### config.mk
export PLATFORM = sky130hd
export DESIGN_NAME = seven_seg_scanner
export DESIGN_NICKNAME = d
export VERILOG_FILES = /design/src/rtl/seven_seg_scanner.sv
export SDC_FILE = /design/constraint.sdc
export NUM_CORES = 1
export LEC_CHECK = 0
export ABC_AREA = 1
export BUFFER_PORTS_ARGS = -buffer_cell sky130_fd_sc_hd__buf_2
export CORE_MARGIN = 1.5
export CORE_UTILIZATION = 52
export DETAILED_ROUTE_END_ITERATION = 16
export PLACE_DENSITY_LB_ADDON = 0.05
export SETUP_SLACK_MARGIN = 0.1
export SYNTH_ARGS = -nofsm -noshare
export SYNTH_HDL_FRONTEND = slang
export SYNTH_SLANG_ARGS = --single-unit
### constraint.sdc
create_clock -name i_clk -period 1.6 [get_ports i_clk]
set_input_delay 0.24 -clock i_clk [delete_from_list [all_inputs] [get_ports i_clk]]
set_output_delay 0.24 -clock i_clk [all_outputs]
set_load 0.01 [all_outputs]
### src/rtl/seven_seg_scanner.sv
// seven_seg_scanner: time-multiplexed driver for a common-cathode
// seven-segment display. Double-buffers a frame of per-digit patterns
// and scans one digit at a time with a 2^DIV_BITS-cycle dwell.
// Optional feature macro: SCAN_BLANK_EN. When it is defined, an all-off
// gap of BLANK_CYCLES cycles is inserted between digits.
module seven_seg_scanner #(
    parameter int DIGITS       = 4,
    parameter int DIV_BITS     = 14,
    parameter int BLANK_CYCLES = 16
) (
    input  logic                  i_clk,
    input  logic                  i_rst_n,
    input  logic [8*DIGITS-1:0]   i_segs,
    input  logic                  i_load,
    output logic                  o_pending,
    output logic                  o_ack,
    output logic [7:0]            o_seg,
    output logic [DIGITS-1:0]     o_dig
);

    localparam int              IDX_W    = $clog2(DIGITS);
    localparam logic [IDX_W-1:0] LAST_IDX = IDX_W'(DIGITS - 1);

    // Reject illegal parameter sets at elaboration.
    if (DIGITS < 2 || DIGITS > 8) begin : g_bad_digits
        $error("seven_seg_scanner: DIGITS must be 2..8");
    end
    if (BLANK_CYCLES < 1) begin : g_bad_blank
        $error("seven_seg_scanner: BLANK_CYCLES must be at least 1");
    end

    logic [IDX_W-1:0]    idx;
    logic [IDX_W-1:0]    nxt_idx;
    logic [IDX_W-1:0]    enter_idx;
    logic [DIV_BITS-1:0] dwell;
    logic [8*DIGITS-1:0] active;
    logic [8*DIGITS-1:0] pending;
    logic [8*DIGITS-1:0] next_active;
    logic                pend_vld;
    logic                dwell_end;
    logic                restart;
    logic                enter_disp;
    logic                swap;

`ifdef SCAN_BLANK_EN
    localparam int BCNT_W = $clog2(BLANK_CYCLES + 1);

    typedef enum logic {DISP, BLANK} state_t;

    state_t            state;
    logic [BCNT_W-1:0] bcnt;
    logic              blank_end;
`endif

    assign o_pending = pend_vld;

    // Decode the step taken at the next edge: whether DISP is (re)entered,
    // at which digit, and whether the pending frame is swapped in there.
    always_comb begin
        nxt_idx   = (idx == LAST_IDX) ? '0 : idx + 1'b1;
        dwell_end = &dwell;
`ifdef SCAN_BLANK_EN
        // DISP with nothing lit only happens in the cycle after reset;
        // that edge is treated as the entry into digit 0 so its dwell is full.
        restart    = (state == DISP) && (o_dig == '0);
        blank_end  = (state == BLANK) && (bcnt == BCNT_W'(BLANK_CYCLES - 1));
        enter_disp = restart || blank_end;
`else
        restart    = (o_dig == '0);
        enter_disp = restart || dwell_end;
`endif
        enter_idx   = restart ? idx : nxt_idx;
        swap        = enter_disp && (enter_idx == '0) && pend_vld;
        next_active = swap ? pending : active;
    end

    // Scan state machine, frame buffers and registered pin drive.
    always_ff @(posedge i_clk) begin
        if (!i_rst_n) begin
            idx      <= '0;
            dwell    <= '0;
            active   <= '0;
            pending  <= '0;
            pend_vld <= 1'b0;
            o_ack    <= 1'b0;
            o_seg    <= '0;
            o_dig    <= '0;
`ifdef SCAN_BLANK_EN
            state    <= DISP;
            bcnt     <= '0;
`endif
        end else begin
            o_ack  <= swap;
            active <= next_active;

            // A load on the swap edge lands after the swap, so it stays pending.
            if (i_load) begin
                pending  <= i_segs;
                pend_vld <= 1'b1;
            end else if (swap) begin
                pend_vld <= 1'b0;
            end

            if (enter_disp) begin
                idx   <= enter_idx;
                dwell <= '0;
                o_dig <= DIGITS'(1) << enter_idx;
                o_seg <= next_active[{enter_idx, 3'b000} +: 8];
`ifdef SCAN_BLANK_EN
                state <= DISP;
                bcnt  <= '0;
`endif
            end
`ifdef SCAN_BLANK_EN
            else if (state == DISP) begin
                if (dwell_end) begin
                    state <= BLANK;
                    dwell <= '0;
                    bcnt  <= '0;
                    o_dig <= '0;
                    o_seg <= '0;
                end else begin
                    dwell <= dwell + 1'b1;
                end
            end else begin
                bcnt <= bcnt + 1'b1;
            end
`else
            else begin
                dwell <= dwell + 1'b1;
            end
`endif
        end
    end

endmodule
==> metrics.log <==
[metrics] outcome: finished, violations left
[metrics] violated checks: negative setup slack
[metrics] Filler Cells Inserted: about 430
[metrics] minimum clock period: 2000 ps
[metrics] category of the worst setup path launch point: register
[metrics] synthesis-to-layout area growth: 50.1%
[metrics] CTS tree: yes
[metrics] number of CTS-inserted buffers: 9
[metrics] I/O Pins: roughly 50
[metrics] count of hold buffers inserted by post-cts repair: 0
[metrics] Max Cap Violations: 0
[metrics] Worst Setup End Kind: register
[metrics] total negative setup slack: -9410 ps
[metrics] source-to-sink clock delay at the later pin of the worst-skew pair: roughly 370 ps
[metrics] cell depth of the worst min-delay path: 3
[metrics] antenna violations before repair: 0
[metrics] clock network fraction of design power: 0.113
[metrics] data arrival time of the critical path: 2310 ps
[metrics] switching power as a share of total power: 0.407
[metrics] share of the clock period used by the worst path: 1.25
[metrics] worst vdd rail ir drop: between 0.001 and 0.0015 V
[metrics] nets: between 700 and 800
[metrics] area share of the largest cell type after synthesis: 0.471
[metrics] portion of the post-synthesis area used by sequential elements: 0.471
[metrics] Yosys reg bits: between 90 and 100
[metrics] area inside the core boundary: around 7300 sq um
[metrics] Pwr per Cell Area: roughly 2100 nW/um^2
[metrics] main area contributors after synthesis: sky130_fd_sc_hd__dfxtp_1 47%, sky130_fd_sc_hd__nand2_1 8.2%, sky130_fd_sc_hd__inv_1 7.0%, sky130_fd_sc_hd__nor2_1 6.5%, sky130_fd_sc_hd__o21ai_0 5.9%
[metrics] Placement Setup Slack: -277 ps
[metrics] number of buffers between clock root and the deepest sink: 2
[metrics] number of iterations in the first detailed-routing pass: 5
[metrics] r2r worst-path depth: 14
[metrics] proportion of power drawn by flip-flops and latches: 0.243
[metrics] CTS sink cnt: 94
[metrics] final routed wire length divided by cell count: 16.5 um
[metrics] Levels on crit path: 14
[metrics] HPWL after detailed placement: a little over 7 mm
[metrics] ratio of routed vias to standard cells: around 5.5
[metrics] critical path, cell by cell: ha_4, nand2_4, inv_4, nand2_4, nor2_4, nand2_4, nand2_8, nand3_4, buf_4, nand2_1, nand3_2, nand3_2, nor2_1, nor2_1
[metrics] master of the slowest instance on the critical path: sky130_fd_sc_hd__dfxtp_2
[metrics] total routed wirelength: 13.1 mm
[metrics] Critical Path RT: around 1900 ps
[metrics] largest net degree at the start of global routing: 66
[metrics] summed instance area of the synthesized netlist: ~4000 sq um
[metrics] first-iteration detailed-routing DRC count: between 200 and 300
[metrics] number of global-route vias before repair: between 3000 and 4000
[metrics] Max-slew headroom: 0.709
[metrics] combinational fraction of design power: 0.644
[metrics] clock root buffer: sky130_fd_sc_hd__clkbuf_8
[metrics] post-synthesis instance total: 550
[metrics] final setup violating endpoints: 60
[metrics] critical path fanouts, max: 8
[metrics] leftover overflow at the end of global routing: 0
[metrics] class of the tightest hold or removal check: primary input to register
[metrics] clock-pin slew on the worst setup and hold paths: about 90 ps
[metrics] ant diodes: 0
[metrics] CP max stage delay: between 300 and 400 ps
[metrics] full die area: about 8200 sq um
[metrics] max-slew violation count: 0
[metrics] horizontal extent of the die: between 90 and 100 um
[metrics] number of distinct library cells after synthesis: 29
[metrics] all-layer global routing usage: 0.271
[metrics] internal power: 7.51 mW
[metrics] slew of the pin with the lowest slew margin: approximately 440 ps
[metrics] number of buffer and inverter instances along the worst setup path: 2
[metrics] fraction of layout instances using a drive strength above 1: 0.396
[metrics] Setup Skew: around 12 ps
[metrics] Cell Count, Final, Fillers Out: between 700 and 800
[metrics] initial cell density of the core: 0.545
[metrics] Port Buffer Count: 48
[metrics] unrepaired setup endpoints after global routing: yes
[metrics] global-route wire length before repair: roughly 18 mm
[metrics] number of failing hold endpoints at the final stage: 0
[metrics] kind of critical path: register to register
[metrics] number of cells after detailed placement: roughly 740
[metrics] switching power: about 5 mW
[metrics] Warnings, synthesis: 0
[metrics] vias post-DR: 4386
[metrics] crit path setup slack, layout: -399 ps
[metrics] number of placement rows: 31
[metrics] height of the chip: 90.7 um
[metrics] Synthesized Nets: between 500 and 600
[metrics] final weighted congestion in routability-driven placement: roughly 0.84
[metrics] Lkg Pwr: between 2 and 3 nW
[metrics] placed standard-cell area: roughly 4900 sq um
[metrics] Worst path top cell family by delay: simple AND/OR/NAND/NOR gates
[metrics] Synth area leader: sky130_fd_sc_hd__dfxtp_1
[metrics] number of remaining DRC errors: 0
[metrics] final design instance area without fill: 6000 sq um
[metrics] synthesized area divided by synthesized cell count: between 7 and 8 sq um
[metrics] antenna-violating nets left: 0
[metrics] highest clock frequency the design can meet: roughly 0.50 GHz
[metrics] H-tree Lvls: 3
[metrics] CP dominant cell by count: sky130_fd_sc_hd__nand2_4
==> power by group through the flow <==
stage                     clock network, mW  logic [mW]  registers (mW)
after floorplan                           0        2.80            3.10
after global placement                    0        4.55            3.07
after detailed placement                  0        4.64            3.09
after CTS                              1.41        6.03            3.05
after global routing                   1.54        8.58            3.12
final                                  1.43        8.16            3.08
==> area by class of cell <==
class	instances	area [sq um]	area share
multi-input combinational	346	2090	0.348
clock inverter	3	21.3	0.00355
clock buffer	12	145	0.0242
inverter	78	300	0.0501
timing repair buffer	161	1420	0.237
tap	99	124	0.0207
sequential	94	1890	0.316
==> cells in the final DEF (no fill, tap or decap), drive strengths merged <==
cell      netlist  layout
xor2            3       3
nor2           73      73
nand3          42      42
clkinv          1       3
inv            77      77
nand2          93      93
clkbuf         17      16
ha              2       2
or2             1       1
o21ai          50      50
nor3b           1       1
and3            1       1
nor3            4       4
buf            15     157
nand4          34      34
a21oi          37      37
xnor2           4       4
o211ai          1       1
dfxtp          94      94
clkinvlp        0       1
==> flip-flops by register name, indices dropped and copies added (netlist names) <==
name and cells:
active 32, pending 32, dwell 14, o_seg 8, o_dig 4, idx 2, o_ack 1, o_pending 1
==> synthesized netlist by cell type (all sizes together) <==
cell,n
a21oi,37
and3,1
clkbuf,17
or2,1
nor3,4
o211ai,1
dfxtp,94
nor2,73
o21ai,50
nand3,42
nor3b,1
ha,2
xor2,3
nand2,93
buf,15
clkinv,1
xnor2,4
nand4,34
inv,77
==> what timing repair did <==
action,4_1_cts,5_1_grt
setup buffers,9,21
gates resized for setup,34,113
pin swaps,26,26
gates cloned,3,5
endpoints found under the setup margin,62,62
==> layer usage <==
metal	track usage	up-vias	part of all wire
li1	-	2050	-
met1	0.346	2043	0.40
met2	0.440	226	0.47
met3	0.0513	67	0.071
met4	0.127	0	0.060
met5	0	-	0
==> logic make-up after synthesis <==
group,synth area share
AOI/OAI and AO/OA,0.111
xor gates and xnor gates,0.0153
adders and majority gates,0.00626
buffers and inverters,0.111
DFF,0.471
and+or+nand+nor,0.286
==> path summary, 6_finish.rpt <==
path / start / end / slack (ps)
setup reg to reg: dwell[1] / o_seg[3] / -400
hold / removal: i_segs[11] / pending[11] / 150
hold reg to reg: pending[0] / pending[0] / 460
setup / recovery: dwell[1] / o_seg[3] / -400
==> worst reg2reg max path: cells and delay by family (launching register included) <==
family        cells  cell delay [ps]
fa+ha+maj         1              160
simple gates     11             1140
buf+inv           2              300
flops             1              360
==> per-stage QoR <==
stage | hold WS [ps] | util | power, mW
after floorplan | 416 | - | 5.90
after global routing | 134 | 0.818 | 13.2
after detailed placement | 453 | 0.669 | 7.73
after CTS | 144 | 0.732 | 10.5
final | 150 | 0.818 | 12.7
after global placement | 446 | 0.669 | 7.62
(Power assumes the default switching activity.)
